<file path="src/rtl/wb_write_unit.sv">
// Write-back stage: merges ALU results and queued load responses into a single
// registered register-file write per cycle, and tracks loads still in flight.
module wb_write_unit #(
    parameter int DATA_W   = 32,
    parameter int ADDR_W   = 5,
    parameter int LQ_DEPTH = 2
) (
    input  logic              clk,
    input  logic              rst,
    input  logic              alu_valid,
    input  logic [ADDR_W-1:0] alu_rd,
    input  logic [DATA_W-1:0] alu_data,
    input  logic              ld_valid,
    output logic              ld_ready,
    input  logic [ADDR_W-1:0] ld_rd,
    input  logic [DATA_W-1:0] ld_data,
    input  logic              iss_valid,
    input  logic [ADDR_W-1:0] iss_rd,
    input  logic [ADDR_W-1:0] q_a1,
    input  logic [ADDR_W-1:0] q_a2,
    output logic              hz1,
    output logic              hz2,
    output logic [ADDR_W-1:0] a3,
    output logic              we3,
    output logic [DATA_W-1:0] wd3
);

    localparam int PTR_W = (LQ_DEPTH > 1) ? $clog2(LQ_DEPTH) : 1;
    localparam int NREG  = 1 << ADDR_W;
    localparam int ENT_W = ADDR_W + DATA_W;
    localparam logic [PTR_W:0] FULL_CNT = (PTR_W + 1)'(LQ_DEPTH);

    // Load queue storage; only pointers and count need a reset.
    logic [ENT_W-1:0]  lq_mem [LQ_DEPTH];
    logic [PTR_W-1:0]  wr_ptr_reg, wr_ptr_next;
    logic [PTR_W-1:0]  rd_ptr_reg, rd_ptr_next;
    logic [PTR_W:0]    count_reg, count_next;

    logic              we3_reg, we3_next;
    logic [ADDR_W-1:0] a3_reg, a3_next;
    logic [DATA_W-1:0] wd3_reg, wd3_next;

    logic [NREG-1:0]   pend_reg, pend_next;

    logic              lq_full;
    logic              lq_empty;
    logic              alu_wr;
    logic              push;
    logic              pop;
    logic [ENT_W-1:0]  head_entry;
    logic [ADDR_W-1:0] head_rd;
    logic [DATA_W-1:0] head_data;

    assign lq_full    = (count_reg == FULL_CNT);
    assign lq_empty   = (count_reg == '0);
    assign ld_ready   = !lq_full && !rst;

    assign alu_wr     = alu_valid && (alu_rd != '0);
    // A zero-destination load is acknowledged but never occupies a slot.
    assign push       = ld_valid && ld_ready && (ld_rd != '0);
    assign pop        = !alu_wr && !lq_empty;

    assign head_entry = lq_mem[rd_ptr_reg];
    assign head_rd    = head_entry[DATA_W +: ADDR_W];
    assign head_data  = head_entry[DATA_W-1:0];

    always_ff @(posedge clk) begin
        if (push) begin
            lq_mem[wr_ptr_reg] <= {ld_rd, ld_data};
        end
    end

    always_comb begin
        wr_ptr_next = wr_ptr_reg;
        rd_ptr_next = rd_ptr_reg;
        count_next  = count_reg;
        if (push) begin
            wr_ptr_next = (wr_ptr_reg == PTR_W'(LQ_DEPTH - 1)) ? '0 : wr_ptr_reg + PTR_W'(1);
        end
        if (pop) begin
            rd_ptr_next = (rd_ptr_reg == PTR_W'(LQ_DEPTH - 1)) ? '0 : rd_ptr_reg + PTR_W'(1);
        end
        case ({push, pop})
            2'b10:   count_next = count_reg + (PTR_W + 1)'(1);
            2'b01:   count_next = count_reg - (PTR_W + 1)'(1);
            default: count_next = count_reg;
        endcase
    end

    // ALU has strict priority; a3/wd3 hold when nothing is written.
    always_comb begin
        we3_next = 1'b0;
        a3_next  = a3_reg;
        wd3_next = wd3_reg;
        if (alu_wr) begin
            we3_next = 1'b1;
            a3_next  = alu_rd;
            wd3_next = alu_data;
        end else if (pop) begin
            we3_next = 1'b1;
            a3_next  = head_rd;
            wd3_next = head_data;
        end
    end

    // Scoreboard: set on issue, clear on the popped load's write, set wins.
    assign pend_next[0] = 1'b0;
    generate
        for (genvar gi = 1; gi < NREG; gi++) begin : g_pend
            logic set_bit;
            logic clr_bit;
            assign set_bit       = iss_valid && (iss_rd == ADDR_W'(gi));
            assign clr_bit       = pop && (head_rd == ADDR_W'(gi));
            assign pend_next[gi] = set_bit || (pend_reg[gi] && !clr_bit);
        end
    endgenerate

    always_ff @(posedge clk or posedge rst) begin
        if (rst) begin
            wr_ptr_reg <= '0;
            rd_ptr_reg <= '0;
            count_reg  <= '0;
            we3_reg    <= 1'b0;
            a3_reg     <= '0;
            wd3_reg    <= '0;
            pend_reg   <= '0;
        end else begin
            wr_ptr_reg <= wr_ptr_next;
            rd_ptr_reg <= rd_ptr_next;
            count_reg  <= count_next;
            we3_reg    <= we3_next;
            a3_reg     <= a3_next;
            wd3_reg    <= wd3_next;
            pend_reg   <= pend_next;
        end
    end

    assign we3 = we3_reg;
    assign a3  = a3_reg;
    assign wd3 = wd3_reg;
    assign hz1 = pend_reg[q_a1];
    assign hz2 = pend_reg[q_a2];

endmodule

</file>
<file path="config.mk">
export PLATFORM = sky130hd
export DESIGN_NAME = wb_write_unit
export DESIGN_NICKNAME = d
export VERILOG_FILES = /design/src/rtl/wb_write_unit.sv
export SDC_FILE = /design/constraint.sdc
export NUM_CORES = 1
export LEC_CHECK = 0
export BUFFER_PORTS_ARGS = -buffer_cell sky130_fd_sc_hd__buf_4
export CAP_MARGIN = 20
export CORE_ASPECT_RATIO = 0.7
export CORE_MARGIN = 10
export CORE_UTILIZATION = 45
export CTS_CLUSTER_SIZE = 24
export DETAILED_ROUTE_END_ITERATION = 8
export PLACE_DENSITY = 0.67
export SETUP_SLACK_MARGIN = 0.4
export SKIP_CTS_REPAIR_TIMING = 1
export SYNTH_ARGS = -nofsm -noshare
export SYNTH_HDL_FRONTEND = slang
export SYNTH_SLANG_ARGS = --single-unit
</file>
<file path="constraint.sdc">
create_clock -name clk -period 3.8 [get_ports clk]
set_input_delay 0.38 -clock clk [delete_from_list [all_inputs] [get_ports clk]]
set_output_delay 0.38 -clock clk [all_outputs]
set_load 0.01 [all_outputs]
</file>
## Word level (Yosys, flattened, before mapping)

Memories as Yosys holds them, arrays and structs flattened.
Index checks and enable logic that the tools add are counted.

| word-level totals | value |
|---|---|
| bits in registers | 73 |
| bits in latches | 0 |
| RAM bits | 74 |
| ROM bits | 0 |
| input port bits | 94 |
| output and inout bits | 41 |
| word-level logic and storage cells | 263 |
| memories kept | 1 |

Memories:

| name | depth | width | rd ports | clocked after Yosys merged registers in | write ports | RTL line | RTL |
|---|---|---|---|---|---|---|---|
| lq_mem | 2 | 37 | 1 | 0 | 1 | 34 | `logic [ENT_W-1:0] lq_mem [LQ_DEPTH];` |

| operators by class | value |
|---|---|
| add/sub/neg operators | 4 |
| $mul | 0 |
| div/mod/pow operators | 0 |
| magnitude comparators | 2 |
| equal/unequal tests | 65 |
| shift-type cells | 0 |
| mux-type cells | 15 |
| bitwise operators | 0 |
| reduce and logical (&&, ||, !) cells | 169 |

Operator list:

| cell | number |
|---|---|
| $eq 5x5->1 const B | 32 |
| $logic_and 1x1->1 | 98 |
| $eq 5x4->1 const B | 16 |
| $mux 32 | 2 |
| $eq 5x3->1 const B | 8 |
| $logic_not 1->1 | 35 |
| $logic_or 1x1->1 | 31 |
| $eq 5x2->1 const B | 4 |
| $lt 5x6->1 const B | 2 |
| $bmux 1 s5 | 2 |
| $eq 5x1->1 const B | 2 |
| $mux 5 | 2 |
| $reduce_bool 5->1 | 2 |
| $mux 1 | 8 |
| $eq 2x2->1 const B | 2 |
| $pmux 2 s2 | 1 |
| $reduce_bool 2->1 | 2 |
| $add 1x1->1 const B | 2 |
| $add 2x1->2 const B | 1 |
| $eq 2x1->1 const B | 1 |
| $logic_not 2->1 | 1 |
| $sub 2x1->2 const B | 1 |

## Longest topological paths before layout

Gate-level depths: netlist of the first run.

| depth | value |
|---|---|
| word-level depth | 8 |
| gate-level depth with buffers | 9 |

## Worst setup path before layout of the first run

OpenSTA, ideal clock, no wires.

| timing | value |
|---|---|
| path kind | register -> register |
| from | register count_reg[0] |
| to | memory lq_mem[0][0] (netlist bit), enable pin |
| setup time | 0.431 ns |
| arrival | 2.527 ns |
| path slack | 0.841 ns |
| stages on the path, launching flop included | 5 |
| path through | dfrtp_1 > inv_1 > a21oi_1 > o211ai_1 > nor2_1 |

| between the ends | value |
|---|---|
| word-level cells in the longest chain between the ends | 7 |

RTL lines:

| what | RTL line | RTL |
|---|---|---|
| start, declared | 37 | `logic [PTR_W:0] count_reg, count_next;` |
| start signal, assigned | 130 | `count_reg <= count_next;` |
| $eq 2x2->1 | 54 | `assign lq_full = (count_reg == FULL_CNT);` |
| $logic_not 1->1 | 56 | `assign ld_ready = !lq_full && !rst;` |
| $logic_and 1x1->1 | 56 |  |
| named net ld_ready | 14 | `output logic ld_ready,` |
| $logic_and 1x1->1 (2 in a row) | 60 | `assign push = ld_valid && ld_ready && (ld_rd != '0);` |
| $mux 1 | 68 | `if (push) begin` |
| $mux 1 (not written as such) | 69 | `lq_mem[wr_ptr_reg] <= {ld_rd, ld_data};` |
| end, declared | 34 |  |

The timed path passes the listed nets, and every way through them passes these cells.

## Worst setup path in the final report of the first run

| timing | value |
|---|---|
| from | register rd_ptr_reg |
| to | register pend_reg[4] |

| between the ends | value |
|---|---|
| word-level cells in the longest chain between the ends | 6 |

RTL lines:

| what | RTL line | RTL |
|---|---|---|
| start, declared | 36 | `logic [PTR_W-1:0] rd_ptr_reg, rd_ptr_next;` |
| start signal, assigned | 129 | `rd_ptr_reg <= rd_ptr_next;` |
| $mem_v2 2x37 | n/a |  |
| $eq 5x3->1 | 113 | `assign clr_bit = pop && (head_rd == ADDR_W'(gi));` |
| $logic_and 1x1->1 | 113 |  |
| $logic_not 1->1 | 114 | `assign pend_next[gi] = set_bit \|\| (pend_reg[gi] && !clr_bit);` |
| $logic_and 1x1->1 | 114 |  |
| $logic_or 1x1->1 | 114 |  |
| named net pend_next[4] | 43 | `logic [NREG-1:0] pend_reg, pend_next;` |
| end signal, assigned | 134 | `pend_reg <= pend_next;` |
| end, declared | 43 |  |

The timed path passes the listed nets, and every way through them passes these cells.
A chain may end at the register's enable or synchronous reset.

==> results of run 1 <==
-- power by group through the flow --
stage / Clock, µW / Sequential [µW] / Combinational [µW]
floorplan: 0 / 2260 / 1070
global placement: 0 / 2300 / 1630
detailed placement: 0 / 2320 / 1660
CTS: 1740 / 2290 / 1670
global route: 1810 / 2330 / 1860
finish: 1720 / 2280 / 1670
-- critical path, cell delays in order, from the launching register on --
cell and delay, ns:
dfrtp_2 0.71, mux2i_1 0.44, nand2_1 0.44, o41ai_1 0.54
nand2_1 0.10
-- metal layers --
layer	GRT usage, %	vias to the layer above	share of wire [%]
met5	0	-	0
met4	4.49	0	0.65
met3	5.97	8	9.1
met2	25.3	172	45
met1	23.2	2383	45
li1	-	2341	-
-- cell usage after synthesis, drive strengths merged, types with 2 or more instances --
cell,instances
edfxtp,74
dfrtp,73
nand2,63
mux2i,51
nor2,47
o21ai,46
a21oi,44
clkbuf,29
o41ai,14
a21o,12
inv,12
nand2b,12
o2bb2ai,12
buf,8
nor2b,8
a22oi,7
nand3,7
mux4,6
nor3,6
or4,6
o211ai,4
nand4,3
o31ai,3
or2,3
xnor2,3
a31oi,2
mux2,2
nand4b,2
o22a,2
xor2,2
-- through the flow --
stage          instance area [µm²]  instances  utilization [%]  hold slack [ns]
2_1_floorplan                 6650        571                -            0.468
3_3_place_gp                  7810        868             53.5            0.435
3_5_place_dp                  7810        868             53.5            0.450
4_1_cts                       8410        899             57.7          0.00928
5_1_grt                       8450        901             57.9           0.0360
6_report                      8450        901             57.9          0.00635
-- how the worst max path moves through the flow --
| stage | slack, ns | start | endpoint | depth (start not counted) |
|---|---|---|---|---|
| finish | 1.45 | rd_ptr_reg | pend_reg[4] | 4 |
| global route | 1.23 | count_reg[0] | count_reg[1] | 7 |
| CTS | 1.33 | count_reg[0] | lq_mem[1][14] | 4 |
| detailed placement | 1.34 | count_reg[0] | lq_mem[1][6] | 4 |
| global placement | 1.39 | count_reg[0] | lq_mem[1][8] | 4 |
| floorplan | 0.84 | count_reg[0] | lq_mem[0][0] | 4 |
-- layout make-up --
class / instances / area share [%]
Inverter: 12 / 0.533
Sequential cell: 147 / 47.9
Multi-Input combinational cell: 375 / 28.7
Clock buffer: 18 / 5.20
Clock inverter: 13 / 1.95
Tap cell: 195 / 2.89
Timing Repair Buffer: 141 / 12.8
-- logic make-up after synthesis --
family,count (synthesis),share of synthesized area [%]
adders and majority gates,1,0.188
muxes,59,10.0
AOI/OAI and AO/OA,150,14.1
and+or+nand+nor,160,11.1
buffers and inverters,49,3.08
DFF,147,60.8
xor gates and xnor gates,5,0.658
==> summary.txt, run 1 <==
Drt
  – Drt drc: 0
  – DR pass1 iterations: 5
  – Total number of vias: 4904
  – Via/cell ratio: 5.44
  – Drt initial violations: 321
  – WL/cell: 19.2 µm
  – Post-DRT Antenna Nets: 0
  – Detailed Route WL: 17300 µm

Power and ir drop
  – Power Total: 5680 µW
  – P_int: 3870 µW
  – Switching Fraction: 31.8%
  – Power Dens Cells: 672 nW/µm²
  – Clk pwr share: 30.3%
  – Leakage: 0.00348 µW
  – Combinational power share: 29.5%
  – Max IR drop VDD: 0.000370 V
  – Net Sw Power: 1800 µW
  – Reg power frac: 40.3%

Layout
  – Commonest non-fill, non-tap cell in the layout: buf_4
  – Most frequent cells in the layout: 139 x buf_4, 74 x edfxtp_1, 72 x dfrtp_1
  – Final Net Count: 789
  – Max reg flops: 74
  – ANT cells: 0
  – Layout area overhead: 27.0%
  – Multi-input gate area: 2420 µm²
  – Reg area: 4050 µm²
  – Filler instances: 1198
  – Layout cells sized above 1: 26.6%

Timing
  – RSZ-0062 raised after global routing: false
  – Clock skew: 0.0172 ns
  – Fmax: 426 MHz
  – Setup TNS: 0 ns
  – Final Hold Viols: 0
  – Final WS setup: 1.45 ns
  – Tcrit/Tclk final: 61.8%
  – Final setup fails: 0
  – Worst-margin pin slew: 0.734 ns
  – Worst rel slew slack: 50.6%
  – Min cycle time layout: 2.35 ns
  – Slew Viols, Final: 0

Die
  – DIE HEIGHT: 122 µm
  – Io pins: 135
  – Core area: 14600 µm²
  – Initial core utilization: 45.6%
  – Die area: 20100 µm²
  – Chip width: 165 µm
  – FP Rows: 37

Global route
  – Gr ovfl total: 0
  – Vias in the first global route: 4938
  – GRT Total Usage: 17.0%
  – Initial antenna violation count: 0
  – Largest net degree at the start of global routing: 71
  – Wire length of the first global-routing pass: 26700 µm

Worst setup path
  – Data required, critical path: 4.08 ns
  – Crit start category: flop
  – RR Endpoint: pend_reg[4]
  – Worst r2r src: rd_ptr_reg
  – Setup crit end kind: flop
  – Worst reg-to-reg setup slack: 1.45 ns
  – Crit Path Class: reg -> reg
  – Worst-case reg-to-reg path depth: 4
  – Critical path data arrival time: 2.63 ns
  – Critical path peak fanout: 21

Logic synthesis
  – Syn_nets: 666
  – Synth Register Bits: 147
  – Synthesized cell area: 6650 µm²
  – Synth top area share: 33.4%
  – Post-synthesis sequential area ratio: 60.8%
  – Number of flops mapped to enable cells by yosys: 74
  – Cells after Synth: 571
  – Ys async rst share: 49.7%
  – Yosys top cell by area: edfxtp_1
  – Synth area leaders: edfxtp_1 33%, dfrtp_1 27%, mux2i_1 7.7%
  – Top_reg_cell synth: edfxtp_1
  – Yosys synthesis warning count: 0
  – Synth unique cells: 41
  – Mean post-synth cell area: 11.7 µm²

CTS
  – Clk sink count: 147
  – Worst-path clk slew: 0.06 ns
  – CTS max path bufs: 2
  – CTS Buf Count: 17
  – TritonCTS clock tree: yes
  – Clock latency on the worst-skew pair: 0.42 ns
  – Clock root buffer: clkbuf_16
  – Htree depth: 4

Outcome
  – Status: completed

Place
  – Number of port buffers: 134
  – RePlAce Congestion: 0.878
  – Dpl hpwl: 12700 µm
  – Pre-CTS setup slack: 1.34 ns

Worst hold path
  – Worst Hold Class: in -> async

Job
  – Max-Cap Viols: 0
(Power assumes the default switching activity.)
==> inputs of run 2 (changes only) <==
PLACE_DENSITY = 0.7   (was 0.67)
clock period = 1.9 ns   (was 3.8 ns; I/O delays follow)
==> summary.txt, run 2 (synthesis results as in run 1) <==
Job
  – Max-Cap Viols: 0 (unchanged)

CTS
  – Clk sink count: 147 (unchanged)
  – Clock latency on the worst-skew pair: 0.42 ns (about the same)
  – Worst-path clk slew: 0.07 ns (was 0.06 ns)
  – CTS Buf Count: 17 (unchanged)
  – Htree depth: 4 (unchanged)
  – CTS max path bufs: 2 (unchanged)
  – TritonCTS clock tree: yes (unchanged)
  – Clock root buffer: clkbuf_16 (unchanged)

Drt
  – Drt drc: 0 (unchanged)
  – Total number of vias: 5863 (was 4904)
  – DR pass1 iterations: 5 (unchanged)
  – Drt initial violations: 744 (was 321)
  – Post-DRT Antenna Nets: 0 (unchanged)
  – Via/cell ratio: 5.70 (was 5.44)
  – Detailed Route WL: 23500 µm (was 17300 µm)
  – WL/cell: 22.8 µm (was 19.2 µm)

Die
  – Die area: 20100 µm² (unchanged)
  – Chip width: 165 µm (unchanged)
  – DIE HEIGHT: 122 µm (unchanged)
  – FP Rows: 37 (unchanged)
  – Core area: 14600 µm² (unchanged)
  – Initial core utilization: 45.6% (unchanged)
  – Io pins: 135 (unchanged)

Worst setup path
  – Crit. Startpoint: pend_reg[16] (was rd_ptr_reg)
  – Data required, critical path: 1.71 ns (was 4.08 ns)
  – Crit start category: flop (unchanged)
  – Critical path peak fanout: 4 (was 21)
  – Setup crit end: hz1 (was pend_reg[4])
  – Crit Path Class: reg -> out (was reg -> reg)
  – Worst r2r src: rd_ptr_reg (unchanged)
  – Worst reg-to-reg setup slack: 0.04 ns (was 1.45 ns)
  – RR Endpoint: pend_reg[7] (was pend_reg[4])
  – Setup crit end kind: output port (was flop)
  – Critical path data arrival time: 2.00 ns (was 2.63 ns)
  – Worst-case reg-to-reg path depth: 5 (was 4)

Timing
  – Final Hold Viols: 13 (was 0)
  – Tcrit/Tclk final: 115%
  – Fmax: 457 MHz
  – Final setup fails: 2 (was 0)
  – Setup TNS: -0.528 ns (was 0 ns)
  – Clock skew: 0.0135 ns (was 0.0172 ns)
  – WHS: -0.0233 ns (was 0.00635 ns)
  – Min cycle time layout: 2.19 ns
  – Final WS setup: -0.287 ns (was 1.45 ns)
  – Worst rel slew slack: 64.6% (was 50.6%)
  – Slew Viols, Final: 0 (unchanged)
  – Worst-margin pin slew: 0.529 ns (was 0.734 ns)
  – RSZ-0062 raised after global routing: true (was false)

Place
  – Dpl hpwl: 13600 µm (was 12700 µm)
  – Number of port buffers: 134 (unchanged)
  – RePlAce Congestion: 0.937 (was 0.878)
  – Cell Area, Placed: 8180 µm² (was 7810 µm²)

Layout
  – Final Util: 72.7% (was 57.9%)
  – Layout cells sized above 1: 42.8% (was 26.6%)
  – Max reg flops: 74 (unchanged)
  – Most frequent cells in the layout: 164 x buf_4, 74 x edfxtp_1, 72 x dfrtp_1 (was 139 x buf_4, 74 x edfxtp_1, 72 x dfrtp_1)
  – Filler instances: 892 (was 1198)
  – Layout area overhead: 59.4% (was 27.0%)
  – Final instance area: 10600 µm² (was 8450 µm²)
  – Final Net Count: 916 (was 789)
  – ANT cells: 0 (unchanged)
  – Commonest non-fill, non-tap cell in the layout: buf_4 (unchanged)

Outcome
  – Failing checks: hold timing, setup timing
  – Status: finished with violations (was completed)

Global route
  – GRT Total Usage: 18.2% (was 17.0%)
  – Largest net degree at the start of global routing: 69 (was 71)
  – Gr ovfl total: 0 (unchanged)
  – Vias in the first global route: 5246 (was 4938)
  – Wire length of the first global-routing pass: 28700 µm (was 26700 µm)
  – Initial antenna violation count: 0 (unchanged)

Power and ir drop
  – Max IR drop VDD: 0.000895 V (was 0.000370 V)
  – Leakage: 0.00435 µW (was 0.00348 µW)
  – Power Dens Cells: 1390 nW/µm² (was 672 nW/µm²)
  – Power Total: 14700 µW (was 5680 µW)

Worst hold path
  – Worst Hold Class: in -> reg (was in -> async)
## run 2: changes by cell type in the layout (fill, tap and decap cells not counted), sizes merged, moves of 2 or more
cell,before,now
inv,12,17
clkbuf,18,29
bufinv,4,2
clkinv,7,3
buf,141,215
dlygate4sd3,0,42
## run 2: area by class of cell
cell class / count / area (µm²) / share of cell area [%]
inverter: 12 / 48.8 / 0.460
multi-input combinational: 376 / 3070 / 28.9
tap: 195 / 244 / 2.30
timing repair buffer: 267 / 2600 / 24.6
clock inverter: 13 / 146 / 1.38
sequential: 147 / 4050 / 38.2
clock buffer: 19 / 443 / 4.18
## run 2: critical path: stages, from the launching register on
cell and delay (ns):
dfrtp_1 0.42, mux4_2 0.49, mux2_4 0.31, nand3b_1 0.10, nand4_1 0.09, buf_4 0.16
## run 2: how the worst min path moves through the flow
stage | slack (ns) | cells past startpoint | end | from
2_1_floorplan | 0.29 | 0 | lq_mem[0][0] | ld_data[0]
3_3_place_gp | 0.31 | 3 | wd3[27] | rst
3_5_place_dp | 0.31 | 3 | wd3[27] | rst
4_1_cts | -0.13 | 3 | wd3[29] | rst
5_1_grt | -0.005 | 3 | wd3[27] | alu_data[27]
6_report | -0.02 | 3 | wd3[29] | alu_data[29]
## run 2: power by group
group	internal, µW	switching, µW	total (µW)
logic	3510	3260	6770
registers	4060	515	4570
clock network	1990	1410	3400
## run 2: metal layers
metal | up-vias | part of all wire, % | GRT usage [%]
li1 | 2613 | - | -
met1 | 2901 | 42 | 23.9
met2 | 313 | 47 | 28.0
met3 | 36 | 10 | 7.01
met4 | 0 | 1.4 | 4.70
met5 | - | 0 | 0
## run 2: metrics by stage
| stage | cells | setup slack, ns |
|---|---|---|
| after floorplan | 571 | -0.0712 |
| after global placement | 891 | -0.127 |
| after detailed placement | 891 | -0.184 |
| after CTS | 923 | -0.250 |
| after global routing | 1029 | -0.301 |
| final | 1029 | -0.287 |
